**config.mk**
```make
export PLATFORM = sky130hd
export DESIGN_NAME = cu_fsm_flat
export DESIGN_NICKNAME = d
export VERILOG_FILES = /design/src/rtl/cu_fsm_pkg.sv /design/src/rtl/cu_fsm_if.sv /design/src/rtl/cu_fsm.sv /design/src/flat_wrapper.sv
export SDC_FILE = /design/constraint.sdc
export NUM_CORES = 1
export LEC_CHECK = 0
export ABC_AREA = 1
export CAP_MARGIN = 30
export CORE_AREA = 2 2 42 44
export CTS_BUF_LIST = sky130_fd_sc_hd__clkbuf_4
export DETAILED_ROUTE_END_ITERATION = 6
export DIE_AREA = 0 0 44 46
export GPL_ROUTABILITY_DRIVEN = 0
export PLACE_DENSITY_LB_ADDON = 0.25
export SYNTH_ARGS = -nofsm -noshare
export SYNTH_HDL_FRONTEND = slang
export SYNTH_SLANG_ARGS = --single-unit
```
**constraint.sdc**
```tcl
create_clock -name clk -period 2.64 [get_ports clk]
set_input_delay 0.792 -clock clk [delete_from_list [all_inputs] [get_ports clk]]
set_output_delay 0.792 -clock clk [all_outputs]
set_load 0.03 [all_outputs]
```
**src/rtl/cu_fsm_pkg.sv**
```systemverilog
// cu_fsm_pkg: shared opcode and control-state types for the otter control unit
package cu_fsm_pkg;
  typedef enum logic [6:0] {
    OP_LUI    = 7'b0110111,
    OP_AUIPC  = 7'b0010111,
    OP_JAL    = 7'b1101111,
    OP_JALR   = 7'b1100111,
    OP_BRANCH = 7'b1100011,
    OP_LOAD   = 7'b0000011,
    OP_STORE  = 7'b0100011,
    OP_IMM    = 7'b0010011,
    OP_REG    = 7'b0110011
  } opcode_e;
  typedef enum logic [1:0] {
    S_FETCH = 2'd0,
    S_EXEC  = 2'd1,
    S_WB    = 2'd2,
    S_INTR  = 2'd3
  } state_e;
endpackage

```
**src/rtl/cu_fsm_if.sv**
```systemverilog
// cu_fsm_if: instruction/data handshake inputs and control strobes of the control unit
interface cu_fsm_if;
  import cu_fsm_pkg::*;
  opcode_e opcode;
  logic    intr;
  logic    imem_ready;
  logic    dmem_ready;
  logic    pc_write;
  logic    rf_wr_en;
  logic    imem_rden;
  logic    dmem_rden;
  logic    dmem_we;
  logic    intr_taken;
  logic    mem_err;
  modport master (
    output opcode, intr, imem_ready, dmem_ready,
    input  pc_write, rf_wr_en, imem_rden, dmem_rden, dmem_we, intr_taken, mem_err
  );
  modport slave (
    input  opcode, intr, imem_ready, dmem_ready,
    output pc_write, rf_wr_en, imem_rden, dmem_rden, dmem_we, intr_taken, mem_err
  );
endinterface

```
**src/rtl/cu_fsm.sv**
```systemverilog
// cu_fsm: multicycle control FSM issuing fetch/load/store/writeback/interrupt strobes
module cu_fsm
  import cu_fsm_pkg::*;
#(
  parameter int MEM_TIMEOUT = 16,
  parameter bit INTR_EN     = 1'b1
) (
  input logic    clk,
  input logic    rst_n,
  cu_fsm_if.slave bus
);
  localparam int CW = $clog2(MEM_TIMEOUT) + 1;
  state_e          r_state, w_next;
  logic [CW-1:0]   r_cnt, w_cnt;
  logic            w_wait, w_done, w_timeout;
  logic            w_pc, w_rf, w_irden, w_drden, w_we, w_itaken, w_err;
  always_ff @(posedge clk or negedge rst_n)
    if (!rst_n) begin
      r_state <= S_FETCH;
      r_cnt   <= '0;
    end else begin
      r_state <= w_next;
      r_cnt   <= w_cnt;
    end
  always_comb begin
    w_next   = r_state;
    w_wait   = 1'b0;
    w_done   = 1'b0;
    w_pc     = 1'b0;
    w_rf     = 1'b0;
    w_irden  = 1'b0;
    w_drden  = 1'b0;
    w_we     = 1'b0;
    w_itaken = 1'b0;
    w_err    = 1'b0;
    case (r_state)
      S_FETCH: begin
        w_irden = 1'b1;
        w_wait  = !bus.imem_ready;
        w_next  = bus.imem_ready ? S_EXEC : S_FETCH;
      end
      S_EXEC:
        case (bus.opcode)
          OP_LOAD: begin
            w_drden = 1'b1;
            w_next  = S_WB;
          end
          OP_STORE: begin
            w_we   = 1'b1;
            w_pc   = bus.dmem_ready;
            w_done = bus.dmem_ready;
            w_wait = !bus.dmem_ready;
          end
          OP_BRANCH: begin
            w_pc   = 1'b1;
            w_done = 1'b1;
          end
          OP_LUI, OP_AUIPC, OP_JAL, OP_JALR, OP_IMM, OP_REG: begin
            w_pc   = 1'b1;
            w_rf   = 1'b1;
            w_done = 1'b1;
          end
          default: begin
            w_pc   = 1'b1;
            w_done = 1'b1;
          end
        endcase
      S_WB: begin
        w_drden = 1'b1;
        w_pc    = bus.dmem_ready;
        w_rf    = bus.dmem_ready;
        w_done  = bus.dmem_ready;
        w_wait  = !bus.dmem_ready;
      end
      default: begin
        w_itaken = 1'b1;
        w_pc     = 1'b1;
        w_next   = S_FETCH;
      end
    endcase
    if (w_done) w_next = (INTR_EN && bus.intr) ? S_INTR : S_FETCH;
    // ready in the limit cycle clears w_wait, so ready wins over the abort
    w_timeout = w_wait && (r_cnt == CW'(MEM_TIMEOUT - 1));
    if (w_timeout) begin
      w_next  = S_FETCH;
      w_err   = 1'b1;
      w_pc    = 1'b0;
      w_rf    = 1'b0;
      w_irden = 1'b0;
      w_drden = 1'b0;
      w_we    = 1'b0;
    end
    w_cnt = (w_next != r_state || w_timeout) ? '0 :
            (w_wait && r_cnt != '1) ? r_cnt + 1'b1 : r_cnt;
  end
  assign bus.pc_write   = rst_n & w_pc;
  assign bus.rf_wr_en   = rst_n & w_rf;
  assign bus.imem_rden  = rst_n & w_irden;
  assign bus.dmem_rden  = rst_n & w_drden;
  assign bus.dmem_we    = rst_n & w_we;
  assign bus.intr_taken = rst_n & w_itaken;
  assign bus.mem_err    = rst_n & w_err;
endmodule

```
**src/flat_wrapper.sv**
```systemverilog
// flat-port wrapper written by rule: the top's interface ports become plain ports
module cu_fsm_flat import cu_fsm_pkg::*;
#(
  parameter int MEM_TIMEOUT = 16,
  parameter bit INTR_EN     = 1'b1
)
  (clk, rst_n, bus_opcode, bus_intr, bus_imem_ready, bus_dmem_ready, bus_pc_write, bus_rf_wr_en, bus_imem_rden, bus_dmem_rden, bus_dmem_we, bus_intr_taken, bus_mem_err);
  cu_fsm_if bus_i ();
  input logic clk;
  input logic rst_n;
  input wire logic [$bits(bus_i.opcode)-1:0] bus_opcode;
  input wire logic [$bits(bus_i.intr)-1:0] bus_intr;
  input wire logic [$bits(bus_i.imem_ready)-1:0] bus_imem_ready;
  input wire logic [$bits(bus_i.dmem_ready)-1:0] bus_dmem_ready;
  output wire logic [$bits(bus_i.pc_write)-1:0] bus_pc_write;
  output wire logic [$bits(bus_i.rf_wr_en)-1:0] bus_rf_wr_en;
  output wire logic [$bits(bus_i.imem_rden)-1:0] bus_imem_rden;
  output wire logic [$bits(bus_i.dmem_rden)-1:0] bus_dmem_rden;
  output wire logic [$bits(bus_i.dmem_we)-1:0] bus_dmem_we;
  output wire logic [$bits(bus_i.intr_taken)-1:0] bus_intr_taken;
  output wire logic [$bits(bus_i.mem_err)-1:0] bus_mem_err;
  assign bus_i.opcode = bus_opcode;
  assign bus_i.intr = bus_intr;
  assign bus_i.imem_ready = bus_imem_ready;
  assign bus_i.dmem_ready = bus_dmem_ready;
  assign bus_pc_write = bus_i.pc_write;
  assign bus_rf_wr_en = bus_i.rf_wr_en;
  assign bus_imem_rden = bus_i.imem_rden;
  assign bus_dmem_rden = bus_i.dmem_rden;
  assign bus_dmem_we = bus_i.dmem_we;
  assign bus_intr_taken = bus_i.intr_taken;
  assign bus_mem_err = bus_i.mem_err;
  cu_fsm #(.MEM_TIMEOUT(MEM_TIMEOUT), .INTR_EN(INTR_EN)) u_core (.clk(clk), .rst_n(rst_n), .bus(bus_i));
endmodule
```
==> impl_results.md <==
- Met3 usage: 0.0516
- Die Width: roughly 44 um
- CP Max Fanout: 2
- Total gr overflow: 0
- Routed Antenna Nets: 0
- Synth warn: 0
- Leakage power: 0.689 nW
- Total CTS buffers: 3
- Reg2Reg Setup Slack: roughly 0.6 ns
- Skew final: 0.00689 ns
- Critical Path Source: bus_opcode[4]
- RSZ-0062 raised after global routing: true
- Synth Net Count: 130
- CTS sink cnt: 7
- NetSw: between 500 and 600 uW
- Sequential share of the synthesized area: 0.235
- Seq cells post-synth: 7
- Clock transition at path regs: about 0.06 ns
- Final hold viol count: 0
- # IOs: 19
- DP Worst Slack: -0.421 ns
- Part of the power in the clock network: 0.111
- Worst Setup End Kind: output pin
- Unique masters post-synth: 22
- Vias per cell: between 5 and 6
- Sequential share of power: 0.155
- First-pass GRT wire length: just over 4000 um
- Fill cell count: 96
- DR iter-0 viols: 38
- Clock Latency Late Sink: 0.25 ns
- Critical path class: primary input to output pin
- Share of layout cells above drive strength 1: 0.531
- Die Area: between 2000 and 2500 um2
- Worst IR Drop VDD: slightly below 700 uV
- Mapped Cells: approximately 110
- Violated checks: negative setup slack
- Largest net degree at the start of global routing: 8
- Fin. max-slew vios: 0
- Critical Path RT: 1.85 ns
- Fmax: about 360 MHz
- Wire length per cell: between 15 and 20 um
- Cell area after synthesis: ~750 um2
- Status: finished, violations left
- Area grow syn2layout: 78.7%
- Post-route cell area: between 1000 and 1500 um2
- Met1 usage: 0.356
- Footprint of the multi-input gates: around 600 um2
- Tcrit/Tclk final: 1.04
- Grt peak-use layer: met2
- Post-route setup slack: -0.116 ns
- Initial Utilization: 0.463
- Slew margin rel.: 0.747
- Drt total wl: 2840 um
- Crit path time final: ~2.8 ns
- # port buffers: 18
- Clock Path Buffers: 2
- CP Launch Type: primary input
- Grt met2 use: 0.471
- Register area: 176 um2
- Tightest Pin Transition: roughly 0.37 ns
- Area after DPL: 1050 um2
- Vias in the first global route: approximately 910
- Hold Path Class: flip-flop to flip-flop
- Sw Share: 0.509
- Cell Pwr Density: roughly 770 nW/um2
- Max-cap viol count: 0
- DRC violations left: 0
- P_int: around 500 uW
- DPL Wire Length: around 1500 um
- Final setup viols: 5
- CTS tree: done
- ANT cells: 0
- Row count: 15
- Gate power share: 0.734
- Post-CTS Hold Buffers: 0
- Die H: 46 um
- RR Startpoint: u_core.r_state[0]$_DFF_PN0_
- Via Count: a little under 1000
- Core ar.: around 1600 um2
- Commonest cells after routing, fill and taps aside: buf_4 (26), nand2_1 (22), buf_6 (15)
- CTS root buffer: clkbuf_4
- Hold wc startpoint: u_core.r_cnt[3]$_DFFE_PN0P_
- Total GRT Usage: 0.276
- First-pass DRT Iterations: 4
- CTS H-tree lvls: 1
- Commonest non-fill, non-tap cell in the layout: buf_4
- Nets: approximately 180
- Avg Cell Area, Syn: between 6 and 7 um2
- Worst Path Arrival: approximately 2.0 ns
- Initial antenna violation count: 0
==> cell usage after synthesis, drive strengths merged <==
library cell	number	area, um2
o41ai	1	8.76
a21oi	3	15.0
nand4	3	25.0
ha	7	87.6
and3	2	12.5
dfrtp	7	175
a31oi	1	6.26
o21ai	2	10.0
o21bai	1	7.51
nor4	1	6.26
inv	21	78.8
nand2	31	129
nand3	13	97.6
nor2	15	63.8
xor2	2	17.5
or2	1	6.26
==> layout make-up <==
| type | instances | share of cell area |
|---|---|---|
| sequential | 7 | 0.132 |
| multi-input combinational | 83 | 0.463 |
| inverter | 21 | 0.0590 |
| tap | 17 | 0.0159 |
| timing repair buffer | 47 | 0.307 |
| clock buffer | 4 | 0.0225 |
==> path summary, 6_finish.rpt <==
check / endpoint / cells past startpoint
worst max-delay path: bus_rf_wr_en / 6
worst max register to register: u_core.r_cnt[0]$_DFFE_PN0P_ / 13
worst min register to register: u_core.r_cnt[3]$_DFFE_PN0P_ / 3
min in group asynchronous: u_core.r_state[1]$_DFF_PN0_ / 2
max in group asynchronous: u_core.r_cnt[1]$_DFFE_PN0P_ / 2
worst min-delay path: u_core.r_cnt[3]$_DFFE_PN0P_ / 3
==> registers in the layout, summed over array words and instances, names as in the netlist <==
signal / flops
u_core.r_state: 2
u_core.r_cnt: 5
==> power groups by stage <==
stage / Clock [mW] / Sequential (mW) / Combinational [mW]
4_1_cts: 0.111 / 0.157 / 0.651
3_5_place_dp: 0 / 0.157 / 0.575
5_1_grt: 0.120 / 0.162 / 0.803
6_report: 0.113 / 0.159 / 0.752
2_1_floorplan: 0 / 0.150 / 0.411
3_3_place_gp: 0 / 0.155 / 0.562
==> per-stage QoR <==
step / total power [mW] / utilization / instances / TNS [ns] / hold slack, ns
finish: 1.02 / 0.827 / 179 / -0.306 / 0.578
global route: 1.08 / 0.827 / 179 / -0.569 / 0.605
CTS: 0.918 / 0.783 / 176 / -0.0132 / 0.571
detailed placement: 0.732 / 0.649 / 159 / -2.28 / 0.568
global placement: 0.717 / 0.649 / 159 / -1.92 / 0.527
floorplan: 0.561 / - / 111 / -0.0824 / 0.496
==> logic make-up after synthesis <==
family | Yosys count | synth area share
XOR/XNOR | 2 | 0.0235
adder cells (fa/ha/maj) | 7 | 0.117
AO/OA/AOI/OAI | 8 | 0.0637
flip-flops | 7 | 0.235
buffers and inverters | 21 | 0.106
AND/OR/NAND/NOR | 66 | 0.456
==> routing by layer <==
metal,vias to the layer above,part of all wire
li1,453,-
met1,466,0.41
met2,38,0.52
met3,10,0.053
met4,0,0.025
met5,-,0
==> worst max-delay path: stages <==
cell	delay [ns]
buf_6	0.10
buf_4	0.13
o41ai_2	0.44
nand3_1	0.19
a21oi_2	0.17
buf_6	0.14
==> repair_timing <==
item | in CTS | in global routing
cloned | 0 | 0
setup buffers | 14 | 3
endpoints found under the setup margin | 6 | 6
resized for setup | 61 | 14
pin swaps | 9 | 6
Note: power is estimated with default switching activity, not from simulation.
